$ cat src/rtl/sumsq_acc_fsm.sv
// Sum-of-squares accumulator: adds non-negative IEEE-754 single operands into a
// running sum through a five-state sequence (IDLE, ALIGN, ADD, NORM, PACK).
// Rounding is truncation. Denormals are treated as zero. Overflow saturates to +inf.
module sumsq_acc_fsm (
  input  logic        clk,
  input  logic        rst_n,
  input  logic [31:0] x,
  input  logic        err_i,
  input  logic        r_i,
  input  logic        clr,
  output logic [31:0] res,
  output logic        err,
  output logic        r_o,
  output logic        busy
);

  typedef enum logic [2:0] {StIdle, StAlign, StAdd, StNorm, StPack} state_e;

  localparam logic [31:0] PosInf = 32'h7F80_0000;

  state_e      state_q, state_d;
  logic [31:0] acc_q;
  logic [30:0] op_q;          // sign is dropped on capture; squares are never negative
  logic        eflag_q;
  logic [7:0]  exp_q;
  logic [23:0] man_a_q, man_b_q;
  logic [24:0] sum_q;
  logic        bypass_q;
  logic [31:0] bypass_val_q;
  logic [31:0] sum_word_q;
  logic        ovf_q;
  logic [31:0] res_q;
  logic        err_q;
  logic        r_o_q;

  // Align-stage operands
  logic [7:0]  ea, eb, big_e, diff;
  logic        a_big, a_zero, b_zero;
  logic [23:0] big_m, small_m, small_sh;
  logic [31:0] bypass_val;

  // Norm-stage result
  logic        carry, ovf;
  logic [22:0] man_n;
  logic [8:0]  exp_n;
  logic [31:0] pre_word, norm_word;

  // State register
  always_ff @(posedge clk or negedge rst_n) begin
    if (!rst_n) state_q <= StIdle;
    else        state_q <= state_d;
  end

  // Next-state: one step per clock once a capture leaves IDLE
  always_comb begin
    state_d = state_q;
    busy    = 1'b1;
    unique case (state_q)
      StIdle: begin
        busy = 1'b0;
        if (r_i) state_d = StAlign;
      end
      StAlign: state_d = StAdd;
      StAdd:   state_d = StNorm;
      StNorm:  state_d = StPack;
      StPack:  state_d = StIdle;
      default: state_d = StIdle;
    endcase
  end

  // Exponent compare and mantissa alignment; a zero operand bypasses the adder
  always_comb begin
    ea         = acc_q[30:23];
    eb         = op_q[30:23];
    a_zero     = (ea == 8'd0);
    b_zero     = (eb == 8'd0);
    a_big      = (ea >= eb);
    big_e      = a_big ? ea : eb;
    diff       = a_big ? (ea - eb) : (eb - ea);
    big_m      = a_big ? {1'b1, acc_q[22:0]} : {1'b1, op_q[22:0]};
    small_m    = a_big ? {1'b1, op_q[22:0]} : {1'b1, acc_q[22:0]};
    small_sh   = (diff >= 8'd25) ? 24'd0 : (small_m >> diff[4:0]);
    bypass_val = b_zero ? acc_q : {1'b0, op_q};
  end

  // Normalise the 25-bit sum and saturate when the exponent hits 255
  always_comb begin
    carry     = sum_q[24];
    man_n     = carry ? sum_q[23:1] : sum_q[22:0];
    exp_n     = {1'b0, exp_q} + {8'd0, carry};
    pre_word  = bypass_q ? bypass_val_q : {1'b0, exp_n[7:0], man_n};
    ovf       = bypass_q ? (bypass_val_q[30:23] == 8'hFF) : (exp_n >= 9'd255);
    norm_word = ovf ? PosInf : pre_word;
  end

  // Datapath registers, advanced by the current state
  always_ff @(posedge clk or negedge rst_n) begin
    if (!rst_n) begin
      acc_q        <= '0;
      op_q         <= '0;
      eflag_q      <= 1'b0;
      exp_q        <= '0;
      man_a_q      <= '0;
      man_b_q      <= '0;
      sum_q        <= '0;
      bypass_q     <= 1'b0;
      bypass_val_q <= '0;
      sum_word_q   <= '0;
      ovf_q        <= 1'b0;
      res_q        <= '0;
      err_q        <= 1'b0;
      r_o_q        <= 1'b0;
    end else begin
      r_o_q <= (state_q == StPack);
      unique case (state_q)
        StIdle: begin
          // Clear takes effect before a same-edge capture accumulates
          if (clr) begin
            acc_q <= '0;
            err_q <= 1'b0;
          end
          if (r_i) begin
            op_q    <= x[30:0];
            eflag_q <= err_i;
          end
        end
        StAlign: begin
          exp_q        <= big_e;
          man_a_q      <= big_m;
          man_b_q      <= small_sh;
          bypass_q     <= a_zero | b_zero;
          bypass_val_q <= bypass_val;
        end
        StAdd: sum_q <= {1'b0, man_a_q} + {1'b0, man_b_q};
        StNorm: begin
          sum_word_q <= norm_word;
          ovf_q      <= ovf;
        end
        StPack: begin
          acc_q <= sum_word_q;
          res_q <= sum_word_q;
          err_q <= err_q | eflag_q | ovf_q;
        end
        default: ;
      endcase
    end
  end

  assign res = res_q;
  assign err = err_q;
  assign r_o = r_o_q;

endmodule

$ cat config.mk
export PLATFORM = sky130hd
export DESIGN_NAME = sumsq_acc_fsm
export DESIGN_NICKNAME = d
export VERILOG_FILES = /design/src/rtl/sumsq_acc_fsm.sv
export SDC_FILE = /design/constraint.sdc
export NUM_CORES = 1
export LEC_CHECK = 0
export ABC_AREA = 1
export CAP_MARGIN = 40
export CORE_ASPECT_RATIO = 0.75
export CORE_UTILIZATION = 35
export CTS_CLUSTER_SIZE = 8
export DETAILED_ROUTE_END_ITERATION = 12
export PLACE_DENSITY_LB_ADDON = 0.05
export SYNTH_ARGS = -nofsm -noshare
export SYNTH_HDL_FRONTEND = slang
export SYNTH_SLANG_ARGS = --single-unit
$ cat constraint.sdc
create_clock -name clk -period 3.65 [get_ports clk]
set_input_delay 0.73 -clock clk [delete_from_list [all_inputs] [get_ports clk]]
set_output_delay 0.73 -clock clk [all_outputs]
set_load 0.05 [all_outputs]
==> results of run 1 <==
## layer usage
layer | part of all wire | global-route usage | up-vias | routed length, um
li1 | - | - | 6037 | -
met4 | 0.0099 | 0.0384 | 2 | 474
met3 | 0.062 | 0.0416 | 42 | 2970
met5 | 0.00017 | 0 | - | 8
met1 | 0.54 | 0.412 | 5958 | 26200
met2 | 0.38 | 0.319 | 386 | 18400
## where the power goes
part | switching, uW | internal (uW) | total (uW)
Clock | 1270 | 1860 | 3140
Sequential | 1110 | 3910 | 5020
Combinational | 6960 | 3230 | 10200
## stage by stage
step	area [um2]	instances	total power [uW]
CTS	16000	2346	18400
finish	16000	2346	18400
global placement	14900	2300	15100
floorplan	13700	1783	11700
detailed placement	15000	2303	15200
global route	16000	2346	19800
## worst max-delay path: stages (launching register included)
cell and delay (ns):
dfrtp_1 0.43, inv_1 0.16, ha_1 0.48, nand2_1 0.16, nor2_1 0.21, nand3_1 0.16
nand3_4 0.22, buf_4 0.51, nand2_1 0.17, nand3_1 0.14, nand3_1 0.15, nand2_1 0.11
nand2_1 0.07, nand3_1 0.12, nand2_1 0.08, nand2_1 0.08, nand2_1 0.04
## path summary, 6_finish.rpt
path / slack [ns] / cells past startpoint / end
max in group asynchronous: 2.62 / 2 / sum_q[8]
max: 0.23 / 16 / man_b_q[9]
min in group clk: 0.48 / 2 / res[13]
min: 0.18 / 1 / res[1]
min reg2reg: 0.48 / 2 / res[13]
max reg2reg: 0.23 / 16 / man_b_q[9]
## Yosys cell counts (all sizes together)
cell type | count | area, um2
a2111oi | 1 | 8.76
a21o | 1 | 7.51
a21oi | 94 | 482
a22oi | 4 | 30.0
a31oi | 8 | 50.1
a32oi | 5 | 43.8
buf | 27 | 134
clkbuf | 65 | 244
clkinv | 2 | 7.51
dfrtp | 248 | 6210
fa | 3 | 60.1
ha | 41 | 513
inv | 156 | 588
mux2 | 18 | 203
nand2 | 490 | 1860
nand3 | 226 | 1150
nand3b | 1 | 7.51
nand4 | 14 | 103
nor2 | 85 | 327
nor3 | 10 | 50.1
nor4 | 2 | 12.5
o21a | 1 | 7.51
o21ai | 195 | 983
o21bai | 3 | 22.5
o22ai | 54 | 338
o31ai | 3 | 22.5
or2 | 8 | 50.1
xnor2 | 6 | 52.6
xor2 | 12 | 105
## flip-flops by register name (all words and copies together) (netlist names), 3 cells and up
signal,cells
acc_q,32
bypass_val_q,32
exp_q,8
man_a_q,24
man_b_q,24
op_q,31
res,32
state_q,3
sum_q,25
sum_word_q,32
## area by class of cell
| cell class | count | area [um2] |
|---|---|---|
| clock buffer | 39 | 965 |
| inverter | 158 | 597 |
| multi-input combinational | 1285 | 6510 |
| fill | 4022 | 22400 |
| clock inverter | 4 | 46.3 |
| tap | 512 | 641 |
| timing repair buffer | 100 | 1010 |
| sequential | 248 | 6210 |
## cells by family (layout without fill, tap and decap cells)
family	after synthesis	after routing
buffers and inverters	250	301
AO/OA/AOI/OAI	369	369
adder cells (fa/ha/maj)	44	44
AND/OR/NAND/NOR	836	836
multiplexers	18	18
XOR/XNOR	18	18
flip-flops	248	248
==> impl_metrics.toml, run 1 <==
[worst_setup_path]
cp_max_fo = 56
critPathCaptureType = "register"
cp_data_required_time_ns = 4.06
timing.rr.start = "acc_q[28]"
worstSetupPathType = "register to register"
crit_arrival_ns = 3.83
cp-start-kind = "register"
cp-startpoint = "acc_q[28]"

[clock_network]
insertion_delay_ns = 0.53
cts_root_buffer = "clkbuf_16"
post_cts.resized_instances = 0
cts_buffers = 37
cts.hold.buffers_added = 0
cts_sinks = 248
cts-htree-levels = 2
post_cts_buffers = 0
clkSlewWorstSetupHoldPaths_ns = 0.05
cts_tree = "built"
clockBufferDepth = 3

[synth]
synth_top_family_by_area = "simple AND/OR/NAND/NOR gates"
synthAdderAreaFrac = 0.0419
yosys_warnings = 0
synthesis.nets = 1864
synth.avg_cell_area_um2 = 7.67
synthSimpleGateAreaFrac = 0.260
synth_xor_area_frac = 0.0115
muxShareOfSynthArea = 0.0148
syn_area_um2 = 13700
yosys.cell_types.count = 43
syn_inst = 1783
synth-seq-cells = 248
ys_seq_area_frac = 0.454
synth_compound_area_frac = 0.146

[floorplan]
die_area_um2 = 39900
start_util = 0.356
die_w_um = 230
core_area_um2 = 38400
fp-row-count = 62
die_h_um = 173
ios = 72

[power]
vdd_drop_max_v = 0.000838
power_density_nw_per_um2 = 1150
p_leak_uw = 0.00778

[place]
io_buffers = 70
finalWeightedCongestion = 0.882
dp_hpwl_um = 34800
pre_cts_ws_ns = 0.309

[global_route]
antenna_found_initial = 1
grtUsageTotal = 0.244
grt_start_max_net_pins = 112
grt_pass1_wl_um = 73700
grt_overflow = 0
grt_pass1_vias = 11600

[final_layout]
fin_nets = 1911
fin_util = 0.416
area_delta_synth_final_pct = 16.9
diodes = 0
mostFrequentLayoutCells = "nand2_1, dfrtp_1, nand3_1"
final_common_cell = "nand2_1"
layout-drive-gt1-share = 0.0671

[sta]
fmax_ghz = 0.293
tightest_slew_ns = 0.772
fin_crit_sh = 0.936
setup_viol = 0
min_period_ns = 3.42
timing.hold.ws_ns = 0.178
fin_tns_setup_ns = 0
rsz0062_at_grt = "no"
relSlewSlack = 0.485
fin_worst_skew_ns = 0.0190
drv_slew = 0
hold_violations = 0
setup_ws_ns = 0.232

[run_status]
status = "complete, no violations"

[route]
antenna_left = 0
drt_iter0_drc = 1339
drt_wl_total_um = 48000
routedWlPerCell_um = 20.5
vias = 12400
dr.pass1.iters = 7
drc = 0
via_per_inst = 5.30

[job]
maxCapViolations = 0

[min_path]
holdCritPathClass = "input port to asynchronous set/reset pin"
(Power assumes the default switching activity.)
==> run 2, diff against run 1 <==
--- a/config.mk
+++ b/config.mk
@@ -7,7 +7,6 @@
 export LEC_CHECK = 0
 export ABC_AREA = 1
 export CAP_MARGIN = 40
-export CORE_ASPECT_RATIO = 0.75
 export CORE_UTILIZATION = 35
 export CTS_CLUSTER_SIZE = 8
 export DETAILED_ROUTE_END_ITERATION = 12
==> run 2 against run 1 <==
Net effect: die area hardly changed; final cell count grew 0.47%; register-to-register slack better by 0.09 ns; largest cell class unchanged; count of clock-buffer cells in the layout up 2; cell area is 0.44% higher; sequential share of layout area shrank 0.17 points; largest power group unchanged.
==> impl_metrics.toml, run 2 (synthesis gave the netlist of run 1 again) <==
[final_layout]
diodes = 0
final_common_cell = "nand2_1"
area_delta_synth_final_pct = 17.4
fin_util = 0.416
nFillCells = 4060
layout-drive-gt1-share = 0.0685
fin_nets = 1915
mostFrequentLayoutCells = "nand2_1, dfrtp_1, nand3_1"

[route]
dr_wl_met3_um = 2650
vias = 12400
met1_length_um = 23200
top_layer_used = "met5"
drt_iter0_drc = 1005
dr.pass1.iters = 5
drt_wl_total_um = 46200
wl_met2_um = 19100
routedWlPerCell_um = 19.6
antenna_left = 0
via_per_inst = 5.24
drc = 0

[global_route]
grtUsageTotal = 0.240
grt_start_max_net_pins = 92
antenna_found_initial = 2
grt_overflow = 0
grt_pass1_vias = 11700
grt_pass1_wl_um = 71300

[clock_network]
cts.hold.buffers_added = 0
insertion_delay_ns = 0.54
cts_sinks = 248
clkSlewWorstSetupHoldPaths_ns = 0.05
post_cts.resized_instances = 0
post_cts_buffers = 0
cts_buffers = 37
cts_root_buffer = "clkbuf_16"
clockBufferDepth = 3
cts-htree-levels = 2
cts_tree = "built"

[power]
internal_power_uw = 9130
vdd_drop_max_v = 0.000596
finalPower_uw = 18400
p_leak_uw = 0.00782
power_density_nw_per_um2 = 1150
pwr-share-comb = 0.561
p_sw_uw = 9250
power.clock.fraction = 0.173
seq_power_share = 0.266
p_sw_frac = 0.503

[sta]
hold_violations = 0
tightest_slew_ns = 0.823
fin_tns_setup_ns = 0
drv_slew = 0
fin_worst_skew_ns = 0.0199
min_period_ns = 3.33
fin_crit_sh = 0.911
fmax_ghz = 0.301
relSlewSlack = 0.451
setup_viol = 0
rsz0062_at_grt = "no"

[floorplan]
ios = 72
fp-row-count = 72
die_h_um = 200
core_area_um2 = 38600
die_w_um = 200
die_area_um2 = 39800
start_util = 0.354

[worst_setup_path]
critPathSlowestCell = "buf_4"
crit_arrival_ns = 3.79
critPathCaptureType = "register"
worstSetupPathType = "register to register"
crit_top_cell = "nand2_1"
cp_max_fo = 55
cp_data_required_time_ns = 4.11
cp-start-kind = "register"
critical_path.max_stage_delay_ns = 0.51
worstPathCellList = "inv_1, ha_1, nand2_1, nor2_1, nand3_1, nand3_4, buf_4, nand2_1, nand3_1, nand3_1, nand2_1, nand2_1, nand3_1, nand2_1, nand2_1, nand2_1, nand2_1"

[min_path]
holdCritPathClass = "input port to asynchronous set/reset pin"

[place]
io_buffers = 70
dp_hpwl_um = 33800
finalWeightedCongestion = 0.904

[job]
maxCapViolations = 0

[run_status]
status = "complete, no violations"
-- run 2: changes by cell type in the layout (fill, tap and decap cells not counted) --
| cell | delta |
|---|---|
| buf_4 | +4 |
| clkbuf_1 | +2 |
| clkinv_2 | -2 |
| bufinv_16 | +1 |
| nand2_2 | -1 |
| nand2_4 | +1 |
-- run 2: routing by layer --
metal | vias to the layer above | GRT usage
met1 | 5909 | 0.365
met3 | 63 | 0.0370
met2 | 339 | 0.343
li1 | 6044 | -
met4 | 2 | 0.0724
met5 | - | 0
-- run 2: metrics by stage --
step | worst slack (ns) | cells | cell area, um2 | hold slack (ns)
floorplan | 1.12 | 1783 | 13700 | 0.434
global placement | 0.241 | 2311 | 15000 | 0.458
detailed placement | 0.358 | 2313 | 15000 | 0.464
CTS | 0.340 | 2357 | 16000 | 0.258
global route | 0.0306 | 2357 | 16000 | 0.281
finish | 0.323 | 2357 | 16000 | 0.207
-- run 2: worst max-delay path: cells and delay by family, from the launching register on --
kind,cells,cell delay [ns]
flip-flops,1,0.41
adder cells (fa/ha/maj),1,0.48
AND/OR/NAND/NOR,14,1.68
buffers and inverters,2,0.65
-- run 2: path summary, 6_finish.rpt --
kind                                 from    endpoint  slack (ns)  cells after the start
worst min-delay path                rst_n     res[28]        0.21                      1
worst max register to register  acc_q[28]  man_b_q[5]        0.32                     17
worst max-delay path            acc_q[28]  man_b_q[5]        0.32                     17
worst min register to register    res[18]     res[18]        0.48                      2
max in group asynchronous           rst_n     res[16]        2.66                      2
min in group clk                  res[18]     res[18]        0.48                      2
-- run 2: area by class of cell --
| class | count | area, um2 | share of cell area |
|---|---|---|---|
| flip-flops and latches | 248 | 6210 | 0.387 |
| repair buffers | 104 | 1040 | 0.0647 |
| well taps | 518 | 648 | 0.0404 |
| clock buffers | 41 | 972 | 0.0606 |
| inverters | 158 | 597 | 0.0372 |
| multi-input cells | 1285 | 6510 | 0.406 |
| clock inverters | 3 | 66.3 | 0.00413 |
-- run 2: power groups by stage --
| stage | combinational [uW] | sequential [uW] | clock (uW) |
|---|---|---|---|
| floorplan | 6750 | 4980 | 0 |
| global placement | 10200 | 4910 | 0 |
| detailed placement | 10200 | 4910 | 0 |
| CTS | 10300 | 4880 | 3270 |
| global route | 11500 | 5040 | 3380 |
| finish | 10300 | 4890 | 3180 |
==> run 3, diff against run 2 <==
--- a/config.mk
+++ b/config.mk
@@ -10,6 +10,7 @@
 export CORE_UTILIZATION = 35
 export CTS_CLUSTER_SIZE = 8
 export DETAILED_ROUTE_END_ITERATION = 12
+export GPL_TIMING_DRIVEN = 0
 export PLACE_DENSITY_LB_ADDON = 0.05
 export SYNTH_ARGS = -nofsm -noshare
 export SYNTH_HDL_FRONTEND = slang
==> run 3 against run 2 <==
Net effect: flip-flop and latch count unchanged; clock skew up 0.015 ns; first-iteration DRC count up 4.0%; core utilization up 0.30 points; count of clock-buffer cells in the layout up 3; power up 1.7%; worst hold slack worse by 0.14 ns; non-clock buffer count up 64; via count up 1.6%; critical path depth down 1; setup slack better by 0.061 ns.
==> impl_metrics.toml, run 3 (synthesis gave the netlist of run 1 again) <==
[run_status]
status = "complete, no violations"

[global_route]
grt_start_max_net_pins = 107
grt_pass1_vias = 12000
grt_pass1_wl_um = 74000
antenna_found_initial = 1
grt_overflow = 0
grtUsageTotal = 0.251

[final_layout]
final_common_cell = "nand2_1"
layout-drive-gt1-share = 0.0567
fin_nets = 1979
fin_util = 0.419
area_delta_synth_final_pct = 18.2
diodes = 0
mostFrequentLayoutCells = "nand2_1, dfrtp_1, nand3_1"

[clock_network]
insertion_delay_ns = 0.55
post_cts_buffers = 0
cts.hold.buffers_added = 0
post_cts.resized_instances = 0
cts-htree-levels = 2
cts_buffers = 37
cts_sinks = 248
clkSlewWorstSetupHoldPaths_ns = 0.05
clockBufferDepth = 3
cts_root_buffer = "clkbuf_16"
cts_tree = "built"

[power]
power_density_nw_per_um2 = 1160
vdd_drop_max_v = 0.000575
p_leak_uw = 0.00782

[place]
io_buffers = 70
finalWeightedCongestion = 0.914
dp_hpwl_um = 38400

[sta]
relSlewSlack = 0.471
fin_worst_skew_ns = 0.0353
fin_crit_sh = 0.895
rsz0062_at_grt = "no"
min_period_ns = 3.27
setup_viol = 0
fin_tns_setup_ns = 0
fmax_ghz = 0.306
hold_violations = 0
tightest_slew_ns = 0.793
drv_slew = 0

[worst_setup_path]
worstPathCellList = "inv_1, ha_1, buf_2, nand2_1, nand2_2, a21oi_4, nand3_4, inv_2, nand2_1, nand2_2, buf_1, nand3_1, nand3_1, a21oi_1, nand2_1, nand2_1"
crit_top_cell = "nand2_1"
critPathSlowestCell = "buf_1"
crit_arrival_ns = 3.67
cp_top_family = "simple AND/OR/NAND/NOR gates"
critPathBufInv = 4
critical_path.max_stage_delay_ns = 0.46
cp-start-kind = "register"
critPathCaptureType = "register"
cp_max_fo = 10
worstSetupPathType = "register to register"
cp_data_required_time_ns = 4.06

[route]
dr.pass1.iters = 5
vias = 12600
routedWlPerCell_um = 20.1
drc = 0
via_per_inst = 5.18
drt_iter0_drc = 1045
antenna_left = 0
drt_wl_total_um = 48700

[floorplan]
die_w_um = 200
fp-row-count = 72
ios = 72
start_util = 0.354
die_area_um2 = 39800
die_h_um = 200
core_area_um2 = 38600

[min_path]
holdCritPathClass = "input port to asynchronous set/reset pin"

[job]
maxCapViolations = 0
-- run 3: changes by cell type in the layout (fill, tap and decap cells not counted), sizes merged --
cell / delta
clkbuf: +68
buf: -1
bufinv: -1
clkinv: -1
inv: +1
-- run 3: cell type report --
| class | instances | area [um2] |
|---|---|---|
| Fill cell | 4112 | 22400 |
| Timing Repair Buffer | 76 | 802 |
| Inverter | 158 | 596 |
| Buffer | 92 | 378 |
| Tap cell | 518 | 648 |
| Clock inverter | 2 | 38.8 |
| Clock buffer | 44 | 993 |
| Sequential cell | 248 | 6210 |
| Multi-Input combinational cell | 1285 | 6490 |
-- run 3: per-layer routing --
| metal | track usage | vias up | part of all wire |
|---|---|---|---|
| li1 | - | 6171 | - |
| met3 | 0.0317 | 53 | 0.043 |
| met4 | 0.0614 | 2 | 0.019 |
| met2 | 0.379 | 329 | 0.43 |
| met5 | 0 | - | 0.00025 |
| met1 | 0.376 | 5998 | 0.51 |
-- run 3: worst paths after layout --
path / end / slack, ns / cells past startpoint / start
max: man_b_q[3] / 0.38 / 16 / acc_q[28]
min: res[28] / 0.06 / 1 / rst_n
max reg2reg: man_b_q[3] / 0.38 / 16 / acc_q[28]
min reg2reg: res[25] / 0.48 / 2 / res[25]
max in group asynchronous: man_b_q[1] / 2.69 / 2 / rst_n
min in group clk: res[25] / 0.48 / 2 / res[25]
-- run 3: stage by stage --
stage	total power, uW	setup WS [ns]	hold WS, ns	cells	area [um2]
6_report	18700	0.385	0.0640	2423	16200
3_5_place_dp	15500	0.429	0.469	2377	15100
3_3_place_gp	15500	-9.38	0.463	2371	15000
2_1_floorplan	11700	1.12	0.434	1783	13700
5_1_grt	20200	0.0586	0.0685	2423	16200
4_1_cts	18700	0.384	0.0564	2423	16200
-- run 3: where the power goes --
part,leakage (uW),internal [uW],switching (uW)
combinational,0.00417,3280,7290
clock,0.000503,1900,1260
sequential,0.00314,3910,1070
total,0.00782,9090,9610
